File: config.mk
export PLATFORM = sky130hd
export DESIGN_NAME = dft_frame_tx
export DESIGN_NICKNAME = d
export VERILOG_FILES = /design/src/rtl/dft_frame_pkg.sv /design/src/rtl/dft_frame_tx_byte_strobe_gen.sv /design/src/rtl/dft_frame_tx.sv
export SDC_FILE = /design/constraint.sdc
export NUM_CORES = 1
export LEC_CHECK = 0
export BUFFER_PORTS_ARGS = -buffer_cell sky130_fd_sc_hd__buf_2
export CAP_MARGIN = 25
export CORE_MARGIN = 4
export CORE_UTILIZATION = 55
export CTS_CLUSTER_DIAMETER = 80
export DETAILED_ROUTE_END_ITERATION = 16
export GPL_TIMING_DRIVEN = 0
export PLACE_DENSITY = 0.88
export SYNTH_ARGS = -nofsm -noshare
export SYNTH_HDL_FRONTEND = slang
export SYNTH_HIERARCHICAL = 1
export SYNTH_SLANG_ARGS = --single-unit
File: constraint.sdc
create_clock -name i_Clock -period 4.3 [get_ports i_Clock]
set_input_delay 0.43 -clock i_Clock [delete_from_list [all_inputs] [get_ports i_Clock]]
set_output_delay 0.43 -clock i_Clock [all_outputs]
set_load 0.03 [all_outputs]
File: src/rtl/dft_frame_pkg.sv
// Shared definitions for the DFT request frame path (serializer and processor).
// Contents: minimum legal nfft, header byte field positions, bytes per complex
// sample, the frame state encoding and a header builder.
package dft_frame_pkg;

   localparam int NFFT_MIN         = 3;
   localparam int HDR_NFFT_LSB     = 0;
   localparam int HDR_NFFT_W       = 5;
   localparam int HDR_INV_BIT      = 5;
   localparam int BYTES_PER_SAMPLE = 8;

   typedef enum logic [2:0] {
      ST_IDLE,
      ST_HDR,
      ST_FETCH,
      ST_WAIT_RD,
      ST_SEND,
      ST_STROBE,
      ST_GAP,
      ST_DONE
   } state_e;

   // Header byte: {2'b00, inverse, nfft[4:0]}
   function automatic logic [7:0] make_header(input logic inv, input logic [4:0] nfft);
      logic [7:0] h;
      h = '0;
      h[HDR_NFFT_LSB +: HDR_NFFT_W] = nfft;
      h[HDR_INV_BIT]                = inv;
      return h;
   endfunction

endpackage

File: src/rtl/dft_frame_tx_byte_strobe_gen.sv
// byte_strobe_gen: per-byte SEND/STROBE/GAP timer.
// Ports:
//   i_Clock, i_Reset_n  clock, async active-low reset
//   i_Go                start a byte (accepted when idle or on the last gap cycle)
//   i_ReadyForOutput    downstream level handshake, looked at only in SEND
//   o_ByteReady         registered strobe, high STROBE_CYCLES cycles
//   o_ByteDone          1-cycle pulse on the last gap cycle of a byte
module byte_strobe_gen
   import dft_frame_pkg::*;
#(
   parameter int STROBE_CYCLES = 2,
   parameter int GAP_CYCLES    = 2
) (
   input  logic i_Clock,
   input  logic i_Reset_n,
   input  logic i_Go,
   input  logic i_ReadyForOutput,
   output logic o_ByteReady,
   output logic o_ByteDone
);

   localparam int MAXC  = (STROBE_CYCLES > GAP_CYCLES) ? STROBE_CYCLES : GAP_CYCLES;
   localparam int CNT_W = (MAXC < 2) ? 1 : $clog2(MAXC + 1);

   state_e             state_q;
   logic [CNT_W-1:0]   cnt_q;
   logic               strobe_q;

   assign o_ByteReady = strobe_q;
   assign o_ByteDone  = (state_q == ST_GAP) && (cnt_q == CNT_W'(GAP_CYCLES - 1));

   always_ff @(posedge i_Clock or negedge i_Reset_n) begin
      if (!i_Reset_n) begin
         state_q  <= ST_IDLE;
         cnt_q    <= '0;
         strobe_q <= 1'b0;
      end else begin
         case (state_q)
            ST_IDLE: begin
               if (i_Go) state_q <= ST_SEND;
            end
            ST_SEND: begin
               if (i_ReadyForOutput) begin
                  strobe_q <= 1'b1;
                  cnt_q    <= '0;
                  state_q  <= ST_STROBE;
               end
            end
            ST_STROBE: begin
               if (cnt_q == CNT_W'(STROBE_CYCLES - 1)) begin
                  strobe_q <= 1'b0;
                  cnt_q    <= '0;
                  state_q  <= ST_GAP;
               end else begin
                  cnt_q <= cnt_q + CNT_W'(1);
               end
            end
            ST_GAP: begin
               if (o_ByteDone) begin
                  cnt_q <= '0;
                  // Back-to-back bytes skip IDLE so the period stays 1+S+G.
                  state_q <= i_Go ? ST_SEND : ST_IDLE;
               end else begin
                  cnt_q <= cnt_q + CNT_W'(1);
               end
            end
            default: begin
               state_q  <= ST_IDLE;
               strobe_q <= 1'b0;
               cnt_q    <= '0;
            end
         endcase
      end
   end

endmodule

File: src/rtl/dft_frame_tx.sv
// dft_frame_tx: reads 2^nfft complex samples from a sample RAM and emits one
// DFT request frame (header + 8 bytes per sample, LSB first) on a byte strobe.
// Ports:
//   i_Clock, i_Reset_n           clock, async active-low reset
//   i_Start, i_Nfft, i_Inverse   frame request (sampled on i_Start when idle)
//   o_SampleAddr                 RAM read address, data returns one cycle later
//   i_SampleRe, i_SampleIm       RAM read data
//   i_ReadyForOutput             downstream level handshake
//   o_ByteReady, o_Byte          byte strobe and data
//   o_Busy, o_Done, o_Error      frame status
module dft_frame_tx
   import dft_frame_pkg::*;
#(
   parameter int ADDR_W        = 10,
   parameter int STROBE_CYCLES = 2,
   parameter int GAP_CYCLES    = 2
) (
   input  logic              i_Clock,
   input  logic              i_Reset_n,
   input  logic              i_Start,
   input  logic [4:0]        i_Nfft,
   input  logic              i_Inverse,
   output logic [ADDR_W-1:0] o_SampleAddr,
   input  logic [31:0]       i_SampleRe,
   input  logic [31:0]       i_SampleIm,
   input  logic              i_ReadyForOutput,
   output logic              o_ByteReady,
   output logic [7:0]        o_Byte,
   output logic              o_Busy,
   output logic              o_Done,
   output logic              o_Error
);

   localparam logic [2:0] LAST_BYTE = 3'(BYTES_PER_SAMPLE - 1);

   state_e            state_q;
   logic [4:0]        nfft_q;
   logic [ADDR_W-1:0] sample_cnt_q;
   logic [ADDR_W-1:0] sample_cnt_d;
   logic [2:0]        byte_idx_q;
   logic [55:0]       shift_q;     // sample bytes not yet on o_Byte
   logic [7:0]        byte_q;
   logic [ADDR_W-1:0] addr_q;
   logic              busy_q, done_q, err_q;

   logic              nfft_legal;
   logic              go;
   logic              byte_done;
   logic [ADDR_W:0]   last_idx;
   logic              last_sample;

   assign o_SampleAddr = addr_q;
   assign o_Byte       = byte_q;
   assign o_Busy       = busy_q;
   assign o_Done       = done_q;
   assign o_Error      = err_q;

   assign nfft_legal   = (int'(i_Nfft) >= NFFT_MIN) && (int'(i_Nfft) <= ADDR_W);
   // One bit wider than the address so nfft==ADDR_W does not wrap.
   assign last_idx     = ((ADDR_W + 1)'(1) << nfft_q) - (ADDR_W + 1)'(1);
   assign last_sample  = ({1'b0, sample_cnt_q} == last_idx);
   assign sample_cnt_d = sample_cnt_q + ADDR_W'(1);

   // Byte launch: first header byte, each freshly fetched sample, and every
   // further byte of the current sample on the last gap cycle.
   assign go = ((state_q == ST_IDLE) && i_Start && nfft_legal) ||
               (state_q == ST_WAIT_RD) ||
               ((state_q == ST_SEND) && byte_done && (byte_idx_q != LAST_BYTE));

   byte_strobe_gen #(
      .STROBE_CYCLES (STROBE_CYCLES),
      .GAP_CYCLES    (GAP_CYCLES)
   ) u_strobe (
      .i_Clock          (i_Clock),
      .i_Reset_n        (i_Reset_n),
      .i_Go             (go),
      .i_ReadyForOutput (i_ReadyForOutput),
      .o_ByteReady      (o_ByteReady),
      .o_ByteDone       (byte_done)
   );

   always_ff @(posedge i_Clock or negedge i_Reset_n) begin
      if (!i_Reset_n) begin
         state_q      <= ST_IDLE;
         nfft_q       <= '0;
         sample_cnt_q <= '0;
         byte_idx_q   <= '0;
         shift_q      <= '0;
         byte_q       <= '0;
         addr_q       <= '0;
         busy_q       <= 1'b0;
         done_q       <= 1'b0;
         err_q        <= 1'b0;
      end else begin
         done_q <= 1'b0;
         err_q  <= 1'b0;
         case (state_q)
            ST_IDLE: begin
               if (i_Start) begin
                  if (nfft_legal) begin
                     // Inverse flag lives only in the header byte.
                     nfft_q       <= i_Nfft;
                     sample_cnt_q <= '0;
                     byte_idx_q   <= '0;
                     byte_q       <= make_header(i_Inverse, i_Nfft);
                     busy_q       <= 1'b1;
                     state_q      <= ST_HDR;
                  end else begin
                     err_q <= 1'b1;
                  end
               end
            end
            ST_HDR: begin
               if (byte_done) begin
                  // Address is presented during FETCH so data lands in WAIT_RD.
                  addr_q  <= sample_cnt_q;
                  state_q <= ST_FETCH;
               end
            end
            ST_FETCH: begin
               state_q <= ST_WAIT_RD;
            end
            ST_WAIT_RD: begin
               shift_q    <= {i_SampleIm, i_SampleRe[31:8]};
               byte_q     <= i_SampleRe[7:0];
               byte_idx_q <= '0;
               state_q    <= ST_SEND;
            end
            ST_SEND: begin
               if (byte_done) begin
                  if (byte_idx_q != LAST_BYTE) begin
                     byte_idx_q <= byte_idx_q + 3'd1;
                     byte_q     <= shift_q[7:0];
                     shift_q    <= {8'h00, shift_q[55:8]};
                  end else if (last_sample) begin
                     state_q <= ST_DONE;
                  end else begin
                     sample_cnt_q <= sample_cnt_d;
                     addr_q       <= sample_cnt_d;
                     state_q      <= ST_FETCH;
                  end
               end
            end
            ST_DONE: begin
               done_q  <= 1'b1;
               busy_q  <= 1'b0;
               state_q <= ST_IDLE;
            end
            default: begin
               state_q <= ST_IDLE;
               busy_q  <= 1'b0;
            end
         endcase
      end
   end

endmodule
# Yosys cells after proc, flatten, opt, wreduce, memory -nomap -nowiden
# Index checks and enable logic that the tools add are counted.
# word_totals
reg_bits	104
input_bits	74
word_cells	119
# classes
n_addsub	4
n_lt_le_gt_ge	2
eq_ne	22
shift	1
mux	48
n_bitwise	3
reduce_logical	26
# ops
op	n
$mux 56	2
$pmux 56 s2	1
$mux 10	6
$mux 3	15
$pmux 10 s2	2
$mux 8	4
$pmux 8 s3	1
$ne 2x2->1 const B	8
$eq 3x3->1 const B	5
$pmux 3 s5	1
$reduce_and 5->1	3
$pmux 3 s4	1
$reduce_and 3->1	4
$eq 10x11->1	1
$shl 1x5->11 const A	1
$sub 11x2->11 const B	1
$add 10x1->10 const B	1
$pmux 3 s3	1
$mux 1	8
$pmux 2 s4	1
$eq 3x2->1 const B	2
$logic_and 1x1->1	6
$logic_not 3->1	2
$mux 2	3
19 further kinds	26

# Depth between registers and ports, before layout
# Gate-level depths: netlist (run 1).
# depth
ltp_word	8
mapped_depth	14

# Hierarchy
# Netlist (run 1), hierarchy kept.
# by_module_without_submodules
module	n_inst	cells_each	area_each_um2
dft_frame_tx	1	619	5496.5
byte_strobe_gen	1	32	307.8

# Least setup slack after synthesis (run 1)
# OpenSTA, ideal clock, no wires.
# synth_path
path_kind	reg-to-reg
start	register nfft_q[3]
end	register sample_cnt_q[2]
setup_ns	0.067
arrival_ns	3.262
t_required_ns	4.233
setup_slack_ns	0.971
stages_incl_launch_ff	14
path_buffers	2
period_less_slack_ns	3.329
cell_sequence	dfrtp_1 buf_6 or3_1 nor3_1 inv_1 ha_1 nand2b_1 o21ai_0 mux2_2 or3_1 or4_1 buf_2 a311oi_2 a31o_1
# synth_between
elab_chain_len	5
# synth_lines
element	line	source
from (decl)	dft_frame_tx.sv:37	logic [4:0] nfft_q;
from (signal assigned)	dft_frame_tx.sv:102	nfft_q <= i_Nfft;
$shl 1x5->11	dft_frame_tx.sv:60	assign last_idx = ((ADDR_W + 1)'(1) << nfft_q) - (ADDR_W + 1)'(1);
$sub 11x2->11	dft_frame_tx.sv:60	
$eq 10x11->1	dft_frame_tx.sv:61	assign last_sample = ({1'b0, sample_cnt_q} == last_idx);
$ne 2x2->1 (no source line)	n/a	
$reduce_and 6->1 (no source line)	n/a	
to (signal assigned)	dft_frame_tx.sv:138	sample_cnt_q <= sample_cnt_d;
to (decl)	dft_frame_tx.sv:38	logic [ADDR_W-1:0] sample_cnt_q;
# Every way passes these cells.
# A chain may end at the register's enable or synchronous reset.

# Worst setup path after layout (run 1)
# layout_path
start	register nfft_q[1]
end	register addr_q[7] (netlist: o_SampleAddr[7])
# layout_between
elab_chain_len	5
# layout_lines
element	line	source
$shl 1x5->11	dft_frame_tx.sv:60	
$sub 11x2->11	dft_frame_tx.sv:60	
$eq 10x11->1	dft_frame_tx.sv:61	
$ne 2x2->1 (no source line)	n/a	
$reduce_and 5->1 (no source line)	n/a	
to (signal assigned)	dft_frame_tx.sv:116	addr_q <= sample_cnt_q;
to (signal assigned)	dft_frame_tx.sv:139	addr_q <= sample_cnt_d;
to (decl)	dft_frame_tx.sv:43	logic [ADDR_W-1:0] addr_q;
# Every way passes these cells.

==> flow_summary_export.csv, run 1 <==
group,metric,value,unit
status,status,"finished, final reports clean",
routing,wl_per_cell,17.5,um
routing,totalWireLength,15800,um
synthesis,ys_ff_latch,104,
timing,setup_violations,0,
finish,final_core_util,0.646,
timing,fin_hold_ws,0.110,ns
global_routing,grt_max_degree,61,
power_and_ir_drop,power_leakage,2.95,nW
critical_path,worstSetupPathType,"reg -> reg",
synthesis,yosysMostFrequentCell,"dfrtp_1",
timing,fin_skew,0.0134,ns
routing,drc,0,
critical_path,cp-end-kind,"flop",
synthesis,synth_edf_count,0,
clock_network,worstSkewPairLatency,0.38,ns
die,die_h,111,um
routing,first_pass_iters,5,
global_routing,grt_pass1_wl,26000,um
clock_network,ctsHoldBuffers,0,
synthesis,yosys-top-cells-area,"dfrtp_1 45%, mux2i_1 8.3%, o21ai_0 6.6%",
finish,drive_gt1_frac,0.178,
clock_network,clock-sinks,104,
clock_network,cts_tree,"done",
global_routing,grt_use_total,0.254,
critical_path,critPathTopFamily,"buffers and inverters",
die,start_util,0.562,
die,dieArea,12300,um^2
die,num_rows,37,
die,ios,96,
placed_design,io_buffers,95,
synthesis,yosys-top-cells-count,"104 x dfrtp_1, 97 x nand2_1, 76 x o21ai_0, 48 x mux2i_1, 44 x nor2_1",
synthesis,synth.avg_cell_area,8.92,um^2
clock_network,cts_buffer_depth,2,
synthesis,seq_area_frac_synth,0.448,
critical_path,max_stage_delay,0.48,ns
routing,ant_nets,0,
synthesis,dominantRegCellSynth,"dfrtp_1",
critical_path,critPathBufInv,4,
timing,post-route-min-period,4.11,ns
critical_path,r2r_slack,0.19,ns
critical_path,crit_top_cell,"clkbuf_1",
min_path,hold_path.class,"in -> async",
clock_network,cts.clk_slew.worst_paths,0.11,ns
power_and_ir_drop,internal-power,1.25,mW
power_and_ir_drop,power.clock.fraction,0.346,
die,core,10300,um^2
timing,post-route-period-util,0.955,
synthesis,netlist_area,5800,um^2
critical_path,arrival,4.34,ns
clock_network,htree_levels,3,
global_routing,antenna_found_initial,3,
finish,num-nets-final,837,
critical_path,cp_max_fo,10,
finish,nFillCells,817,
clock_network,clockRootBuffer,"clkbuf_8",
critical_path,cp-start-kind,"flop",
power_and_ir_drop,comb_power_share,0.075,
power_and_ir_drop,total_power,1.70,mW
routing,viasPerCell,5.98,
timing,hold_violations,0,
timing,tightest_slew,0.936,ns
critical_path,worstPathRequired,4.53,ns
critical_path,slowest_stage,"o31ai_2",
critical_path,path_cells,"clkbuf_1 > clkbuf_1 > nor2_1 > nand3_1 > ha_1 > clkbuf_1 > o22ai_1 > a32oi_1 > o2111ai_1 > o31ai_2 > or2_2 > clkbuf_1 > a221oi_1",
critical_path,r2r-start,"nfft_q[1]",
placed_design,gp_congestion,0.892,
finish,syn_to_final_growth,14.9,%
routing,vias,5384,
power_and_ir_drop,seqPwrFrac,0.579,
synthesis,synthCells,651,
critical_path,critPathCapture,"o_SampleAddr[7]",
die,die_w,111,um
critical_path,worstSetupPathDepth,13,
clock_network,cts_made_buffers,9,
timing,slew_violations,0,
critical_path,timing.rr.end,"o_SampleAddr[7]",
critical_path,critPathLaunch,"nfft_q[1]",
power_and_ir_drop,p_sw,0.444,mW
global_routing,grt_overflow,0,
power_and_ir_drop,irDropWorstVdd,0.171,mV
global_routing,grt_pass1_vias,5364,
synthesis,yosysTopAreaCellShare,0.448,
clock_network,post_cts_buffers,0,
synthesis,synthArstFlopShare,1.00,
timing,fmax,243,MHz
power_and_ir_drop,p_per_area,255,nW/um^2
synthesis,ys_types,69,
synthesis,synth_nets,730,
placed_design,dp_hpwl,11800,um
synthesis,yosys_warnings,6,
timing,slew_headroom,0.372,
power_and_ir_drop,p_sw_frac,0.261,
synthesis,yosys.area.top_type,"dfrtp_1",
critical_path,reg2reg_depth,13,
run,maxCapViolCount,0,
routing,drtIter0Drc,410,
-- layout by cell type, fill, tap and decap left out, types with 5 or more instances in the layout --
| cell type | count |
|---|---|
| a211oi_1 | 8 |
| mux2_2 | 6 |
| or3_1 | 8 |
| xnor2_1 | 7 |
| a21oi_1 | 19 |
| a31oi_1 | 7 |
| dfrtp_1 | 104 |
| nor2_1 | 44 |
| clkbuf_1 | 44 |
| buf_2 | 96 |
| ha_1 | 5 |
| buf_1 | 5 |
| nand2b_1 | 7 |
| inv_1 | 18 |
| nor4_1 | 7 |
| or2_2 | 5 |
| and3_1 | 8 |
| nand3_1 | 18 |
| o21ai_0 | 76 |
| o211ai_1 | 6 |
| nand2_1 | 97 |
| o22ai_1 | 6 |
| nor3_1 | 11 |
| a22oi_1 | 9 |
| a221oi_1 | 7 |
| mux2i_1 | 48 |
| clkbuf_8 | 9 |
-- metrics by stage --
step | TNS [ns] | setup slack [ns] | instance area (um^2) | cells
final | 0 | 0.193 | 6670 | 900
after global routing | -0.318 | -0.0531 | 6670 | 900
after CTS | 0 | 0.124 | 6650 | 899
after detailed placement | 0 | 0.162 | 6470 | 883
after global placement | 0 | 0.103 | 6450 | 882
after floorplan | 0 | 0.971 | 5800 | 651
-- cell families (layout without fill, tap and decap cells) --
logic type | count (synthesis) | in the layout | share of synthesized area
buf+inv | 71 | 183 | 0.0489
xor+xnor | 11 | 11 | 0.0166
mux | 54 | 54 | 0.0944
compound gates | 176 | 176 | 0.193
simple gates | 230 | 230 | 0.188
other cells | 0 | 1 | 0
fa+ha+maj | 5 | 5 | 0.0108
flops | 104 | 104 | 0.448
-- metal layers --
metal / track usage / part of all wire
met5: 0 / 0.0017
met4: 0.0673 / 0.016
met3: 0.0595 / 0.080
met2: 0.439 / 0.50
met1: 0.321 / 0.40
-- flip-flops by register name (all words and copies together) (netlist names), 2 cells and up --
register          count
byte_idx_q            3
nfft_q                5
o_Byte                8
o_SampleAddr         10
sample_cnt_q         10
shift_q              56
state_q               3
u_strobe/cnt_q        2
u_strobe/state_q      3
-- worst reg2reg max path, stage by stage, from the launching register on --
cell and delay (ns):
dfrtp_1 0.46, clkbuf_1 0.35, clkbuf_1 0.41, nor2_1 0.14
nand3_1 0.11, ha_1 0.33, clkbuf_1 0.39, o22ai_1 0.16
a32oi_1 0.24, o2111ai_1 0.28, o31ai_2 0.48, or2_2 0.18
clkbuf_1 0.29, a221oi_1 0.15
-- power groups by stage --
stage | Clock, mW | Combinational [mW] | Sequential (mW)
floorplan | 0 | 0.0519 | 1.00
global placement | 0 | 0.122 | 1.00
detailed placement | 0 | 0.127 | 1.00
CTS | 0.587 | 0.127 | 0.983
global route | 0.630 | 0.142 | 0.984
finish | 0.587 | 0.128 | 0.983
-- layout make-up --
| cell class | count | area (um^2) | area share |
|---|---|---|---|
| Antenna cell | 1 | 2.50 | 0.000375 |
| Buffer | 52 | 213 | 0.0319 |
| Clock buffer | 10 | 128 | 0.0191 |
| Clock inverter | 6 | 53.8 | 0.00807 |
| Inverter | 19 | 71.3 | 0.0107 |
| Multi-Input combinational cell | 476 | 2930 | 0.439 |
| Sequential cell | 104 | 2600 | 0.390 |
| Tap cell | 136 | 170 | 0.0255 |
| Timing Repair Buffer | 96 | 498 | 0.0747 |
-- worst min path at each step --
stage | startpoint | depth (start not counted) | slack [ns] | endpoint
after floorplan | i_Reset_n | 0 | 0.13 | byte_idx_q[0]
after global placement | shift_q[21] | 2 | 0.46 | shift_q[21]
after detailed placement | shift_q[30] | 2 | 0.47 | shift_q[30]
after CTS | i_Reset_n | 1 | 0.15 | o_SampleAddr[7]
after global routing | i_Reset_n | 1 | 0.17 | sample_cnt_q[6]
final | i_Reset_n | 1 | 0.11 | sample_cnt_q[9]
-- timing repair --
item,in CTS,in global routing
setup endpoints to repair,0,8
hold endpoints to repair,0,0
resized for setup,0,2
No activity file was read; power rests on OpenSTA's default activity.
==> run 2: changes to the inputs <==
- ABC_AREA: default -> 1
- PLACE_DENSITY: 0.88 -> 0.89
==> run 2 against run 1 <==
Power fell by 3.8%. Routed wire length shrank 14%. Final area fell by 4.9%. First-iteration DRC count down 26%. Sequential power about the same. Via count is 6.5% lower. Clock power decreased by 1%. Hold slack improved by 0.14 ns. Synthesized cell count rose by 7.4%. Die area down 5.3%. Critical path type unchanged. Largest power group unchanged. Critical path depth grew 5. Final cell count rose by 5.0%.
==> flow_summary_export.csv, run 2 <==
group,metric,value,unit
die,dieArea,11600,um^2
timing,tightest_slew,0.559,ns
die,ios,96,
synthesis,synth.avg_cell_area,7.83,um^2
power_and_ir_drop,power.clock.fraction,0.355,
finish,regMostFlops,"shift_q",
die,die_h,108,um
timing,fmax,393,MHz
placed_design,gp_congestion,0.925,
synthesis,synth_edf_count,0,
timing,fin_hold_ws,0.254,ns
die,die_w,108,um
timing,slew_violations,0,
routing,vias,5036,
global_routing,grt_pass1_wl,22300,um
synthesis,synthCells,699,
die,start_util,0.562,
timing,post-route-period-util,0.592,
routing,first_pass_iters,4,
placed_design,io_buffers,95,
critical_path,crit_top_cell,"nand2_1",
run,maxCapViolCount,0,
die,core,9730,um^2
routing,ant_nets,0,
synthesis,synth_nets,778,
clock_network,worstSkewPairLatency,0.38,ns
critical_path,timing.rr.end,"o_SampleAddr[1]",
critical_path,r2r-start,"nfft_q[3]",
finish,largest_reg_flops,56,
synthesis,yosysMostFrequentCell,"nand2_1",
routing,wl_per_cell,14.3,um
timing,hold_violations,0,
critical_path,critPathTopFamily,"simple AND/OR/NAND/NOR gates",
routing,totalWireLength,13600,um
routing,drtIter0Drc,303,
finish,syn_to_final_growth,15.8,%
power_and_ir_drop,p_sw_frac,0.240,
critical_path,critPathLaunch,"nfft_q[3]",
clock_network,clock-sinks,104,
critical_path,r2r_slack,1.75,ns
synthesis,yosys-top-cells-area,"dfrtp_1 48%, nand2_1 12%, o211ai_1 6.9%",
critical_path,slowest_stage,"dfrtp_1",
global_routing,grt_pass1_vias,4889,
power_and_ir_drop,comb_power_share,0.043,
synthesis,yosysTopAreaCellShare,0.476,
routing,drc,0,
timing,finalSetupTns,0,ns
critical_path,arrival,2.82,ns
finish,diodes,0,
clock_network,post_cts_buffers,0,
synthesis,netlist_area,5470,um^2
synthesis,ys_types,34,
timing,rsz0062_at_grt,"no",
global_routing,grt_max_degree,74,
status,status,"finished, final reports clean",
global_routing,grt_use_total,0.242,
finish,drive_gt1_frac,0.187,
power_and_ir_drop,p_per_area,258,nW/um^2
power_and_ir_drop,p_sw,0.392,mW
critical_path,cp-start-kind,"flop",
min_path,hold_path.class,"in -> reg",
critical_path,cp_max_fo,10,
synthesis,yosys.area.top_type,"dfrtp_1",
critical_path,reg2reg_depth,18,
timing,slew_headroom,0.626,
synthesis,seq_area_frac_synth,0.476,
routing,viasPerCell,5.33,
timing,fin_skew,0.0155,ns
synthesis,synthArstFlopShare,1.00,
global_routing,antenna_found_initial,0,
clock_network,htree_levels,3,
min_path,hp-start,"i_SampleIm[28]",
power_and_ir_drop,irDropWorstVdd,0.278,mV
critical_path,path_cells,"nor2_4 > nand2_2 > inv_2 > nand2_1 > ha_1 > xor2_1 > inv_1 > nand2_1 > nand2_1 > nor2_1 > nand2_1 > nor2_1 > nand3_1 > nand2_1 > nand2_1 > buf_2 > nand3_1 > nand2_1",
finish,num-nets-final,886,
global_routing,grt_overflow,0,
clock_network,cts.clk_slew.worst_paths,0.10,ns
synthesis,yosys_warnings,6,
power_and_ir_drop,power_leakage,3.28,nW
clock_network,cts_buffer_depth,2,
placed_design,placed_cell_area,6140,um^2
clock_network,clockRootBuffer,"clkbuf_8",
die,num_rows,36,
clock_network,cts_made_buffers,9,
synthesis,dominantRegCellSynth,"dfrtp_1",
finish,stdcell_area,6340,um^2
critical_path,worstPathRequired,4.57,ns
synthesis,yosys-top-cells-count,"178 x nand2_1, 104 x dfrtp_1, 96 x inv_1, 57 x o21ai_1, 50 x o211ai_1",
timing,post-route-min-period,2.55,ns
finish,mostFrequentLayoutCells,"178 x nand2_1, 104 x dfrtp_1, 100 x buf_2",
critical_path,critPathBufInv,3,
critical_path,worstSetupPathType,"reg -> reg",
critical_path,cp-end-kind,"flop",
min_path,hold_end,"shift_q[52]",
power_and_ir_drop,internal-power,1.24,mW
power_and_ir_drop,seqPwrFrac,0.602,
synthesis,ys_ff_latch,104,
finish,final_core_util,0.651,
placed_design,dp_hpwl,10300,um
min_path,whs_path_depth,3,
critical_path,max_stage_delay,0.46,ns
clock_network,cts_tree,"done",
finish,final_common_cell,"nand2_1",
timing,setup_violations,0,
==> run 2: worst max-delay path by stage <==
stage                 endpoint  slack, ns  cells after the start
2_1_floorplan  sample_cnt_q[0]       2.14                     18
3_3_place_gp       shift_q[28]       1.66                      1
3_5_place_dp   o_SampleAddr[1]       1.77                     18
4_1_cts        o_SampleAddr[1]       1.77                     18
5_1_grt        o_SampleAddr[0]       1.55                     18
6_report       o_SampleAddr[1]       1.75                     18
==> run 2: area by class of cell <==
cell class / count / area, um^2
buffer: 32 / 169
clock buffer: 11 / 141
clock inverter: 5 / 43.8
fill: 834 / 3390
inverter: 104 / 390
multi-input combinational: 459 / 2310
sequential: 104 / 2600
tap: 133 / 166
timing repair buffer: 97 / 515
==> run 2: layer usage <==
layer / part of all wire / vias up / track usage
met5: 0 / - / 0
met4: 0.016 / 0 / 0.0613
met3: 0.069 / 18 / 0.0648
met2: 0.48 / 167 / 0.400
met1: 0.43 / 2362 / 0.316
li1: - / 2489 / -
==> run 2: power by group through the flow <==
stage               Sequential (mW)  Clock (mW)  Combinational [mW]
floorplan                      1.00           0             0.00938
global placement               1.00           0              0.0671
detailed placement             1.00           0              0.0713
CTS                           0.983       0.592              0.0721
global route                  0.984       0.635              0.0800
finish                        0.983       0.580              0.0709
==> run 2: cells by family (layout without fill, tap and decap cells) <==
group | count (synthesis) | in the layout | share of synthesized area
DFF | 104 | 104 | 0.476
and+or+nand+nor | 295 | 295 | 0.228
xor gates and xnor gates | 4 | 4 | 0.00640
adders and majority gates | 5 | 5 | 0.0114
buffers and inverters | 136 | 249 | 0.102
AOI/OAI and AO/OA | 155 | 155 | 0.176
==> run 2: what timing repair did <==
item / 4_1_cts / 5_1_grt
endpoints found under the hold margin: 1 / 0
gates resized for setup: 0 / 0
hold buffers: 1 / 0
endpoints found under the setup margin: 0 / 0
==> run 2: metrics by stage <==
step	cells	power [mW]	worst slack (ns)
2_1_floorplan	699	1.01	2.14
6_report	945	1.63	1.75
3_3_place_gp	927	1.07	1.66
4_1_cts	945	1.65	1.77
3_5_place_dp	928	1.07	1.77
5_1_grt	945	1.70	1.55
==> run 2: tightest hold or removal path: stages <==
cell	delay [ns]
buf_2	0.07
nand2_1	0.04
o21ai_0	0.06
==> run 3: changes to the inputs <==
- CORE_UTILIZATION: 55 -> 51
- PLACE_DENSITY: 0.89 -> 0.87
- clock period: 4.3 -> 2.25 ns (I/O delays scaled with it)
==> run 3 against run 2 <==
The run now ends with negative setup slack left. Power increased by 99%. Die area increased by 7.3%. Clock power increased by 110%. Combinational power increased by 100%. Hold slack got worse by 0.21 ns. Routed wire length increased by 7.5%. Final cell count increased by 2.1%. Setup slack got worse by 1.8 ns.
==> flow_summary_export.csv, run 3 (synthesis results as in run 2) <==
group,metric,value,unit
critical_path,path_cells,"inv_1 > nand3_1 > nor2_2 > a21oi_1 > nor2_1 > buf_1 > nand3_2 > nand2_1",
run,maxCapViolCount,0,
global_routing,grt_overflow,0,
timing,rsz0062_at_grt,"yes",
timing,post-route-period-util,1.03,
power_and_ir_drop,seqPwrFrac,0.577,
critical_path,cp_max_fo,10,
min_path,hold_end,"shift_q[48]",
timing,fin_ws,-0.0698,ns
finish,nFillCells,870,
timing,hold_violations,0,
timing,fin_skew,0.00991,ns
critical_path,critPathTopFamily,"simple AND/OR/NAND/NOR gates",
min_path,hp-start,"i_SampleIm[24]",
status,violations,"negative setup slack",
global_routing,grt_pass1_wl,23400,um
min_path,hold_path.class,"in -> reg",
die,num_rows,37,
clock_network,htree_levels,3,
routing,wl_per_cell,15.1,um
power_and_ir_drop,p_sw,0.751,mW
clock_network,cts.clk_slew.worst_paths,0.10,ns
timing,setup_violations,20,
critical_path,worstSetupPathType,"reg -> reg",
routing,ant_nets,0,
placed_design,placed_cell_area,6150,um^2
critical_path,max_stage_delay,0.56,ns
routing,drtIter0Drc,388,
timing,post-route-min-period,2.32,ns
routing,drc,0,
finish,num-nets-final,902,
critical_path,r2r_slack,-0.07,ns
power_and_ir_drop,power_leakage,3.41,nW
finish,syn_to_final_growth,22.6,%
timing,fmax,431,MHz
critical_path,reg2reg_depth,8,
min_path,whs_path_depth,3,
status,status,"complete, but fails checks",
power_and_ir_drop,comb_power_share,0.044,
die,die_h,112,um
die,core,10400,um^2
die,ios,96,
finish,largest_reg_flops,56,
critical_path,cp-end-kind,"flop",
critical_path,arrival,2.63,ns
clock_network,worstSkewPairLatency,0.38,ns
placed_design,dpl.cell_count,931,
clock_network,clockRootBuffer,"clkbuf_8",
clock_network,cts_tree,"done",
critical_path,critPathBufInv,2,
routing,viasPerCell,5.38,
critical_path,worstPathRequired,2.56,ns
timing,finalSetupTns,-0.639,ns
routing,vias,5192,
power_and_ir_drop,internal-power,2.51,mW
global_routing,antenna_found_initial,1,
clock_network,cts_buffer_depth,2,
finish,stdcell_count,965,
finish,stdcell_area,6710,um^2
critical_path,slowest_stage,"buf_1",
clock_network,cts_made_buffers,9,
global_routing,grt_pass1_vias,4991,
power_and_ir_drop,p_per_area,486,nW/um^2
die,start_util,0.528,
power_and_ir_drop,power.clock.fraction,0.379,
power_and_ir_drop,irDropWorstVdd,0.321,mV
critical_path,timing.rr.end,"o_SampleAddr[7]",
die,die_w,112,um
placed_design,gp_congestion,0.899,
finish,mostFrequentLayoutCells,"171 x nand2_1, 102 x dfrtp_1, 97 x buf_2",
critical_path,cp-start-kind,"flop",
timing,slew_violations,0,
routing,first_pass_iters,7,
global_routing,grt_use_total,0.229,
placed_design,dp_hpwl,10100,um
critical_path,r2r-start,"u_strobe/state_q[0]",
global_routing,grt_max_degree,57,
finish,final_common_cell,"nand2_1",
timing,slew_headroom,0.505,
finish,drive_gt1_frac,0.249,
power_and_ir_drop,p_sw_frac,0.230,
routing,totalWireLength,14600,um
placed_design,io_buffers,95,
clock_network,clock-sinks,104,
die,dieArea,12500,um^2
timing,tightest_slew,0.743,ns
power_and_ir_drop,total_power,3.26,mW
finish,final_core_util,0.647,
finish,regMostFlops,"shift_q",
## run 3: repair_timing
| item | in CTS | in global routing |
|---|---|---|
| setup endpoints to repair | 26 | 26 |
| resized for setup | 33 | 25 |
| buffers inserted | 9 | 5 |
| pin swaps | 20 | 25 |
| cloned | 1 | 1 |
| hold buffers | 1 | 0 |
| hold endpoints to repair | 55 | 0 |
## run 3: worst max path at each step
stage / startpoint / end / depth (start not counted)
final: u_strobe/state_q[0] / o_SampleAddr[7] / 8
after detailed placement: nfft_q[3] / o_SampleAddr[0] / 18
after global routing: nfft_q[4] / sample_cnt_q[2] / 16
after CTS: nfft_q[3] / sample_cnt_q[2] / 16
after floorplan: nfft_q[3] / sample_cnt_q[0] / 18
after global placement: nfft_q[3] / o_SampleAddr[7] / 18
## run 3: tightest hold or removal path: stages
cell and delay, ns:
buf_2 0.07, nand2_1 0.04, o21ai_0 0.05
## run 3: layout make-up
type                            count  area [um^2]  share of cell area
Sequential cell                   104         2610               0.388
Multi-Input combinational cell    459         2500               0.374
Timing Repair Buffer              113          643              0.0959
Inverter                          104          390              0.0582
Buffer                             32          185              0.0276
Tap cell                          136          170              0.0254
Clock buffer                       11          151              0.0226
Clock inverter                      5         53.8             0.00802
Antenna cell                        1         2.50            0.000373
## run 3: per-stage QoR
step | setup slack (ns) | hold slack (ns)
floorplan | 0.0891 | -0.0706
detailed placement | -0.274 | 0.331
global placement | -0.240 | 0.430
CTS | -0.0137 | 0.0351
finish | -0.0698 | 0.0438
global route | -0.225 | 0.0528
## run 3: metal layers
layer | global-route usage | vias to the layer above | share of wire
met1 | 0.305 | 2419 | 0.42
met3 | 0.0527 | 27 | 0.077
met2 | 0.372 | 224 | 0.48
li1 | - | 2520 | -
met5 | 0 | - | 0.00089
met4 | 0.0770 | 2 | 0.019
## run 3: power by group through the flow
stage | combinational, mW | sequential [mW] | clock (mW)
final | 0.145 | 1.88 | 1.23
after global routing | 0.162 | 1.88 | 1.32
after floorplan | 0.0179 | 1.91 | 0
after CTS | 0.145 | 1.88 | 1.24
after global placement | 0.129 | 1.92 | 0
after detailed placement | 0.136 | 1.92 | 0
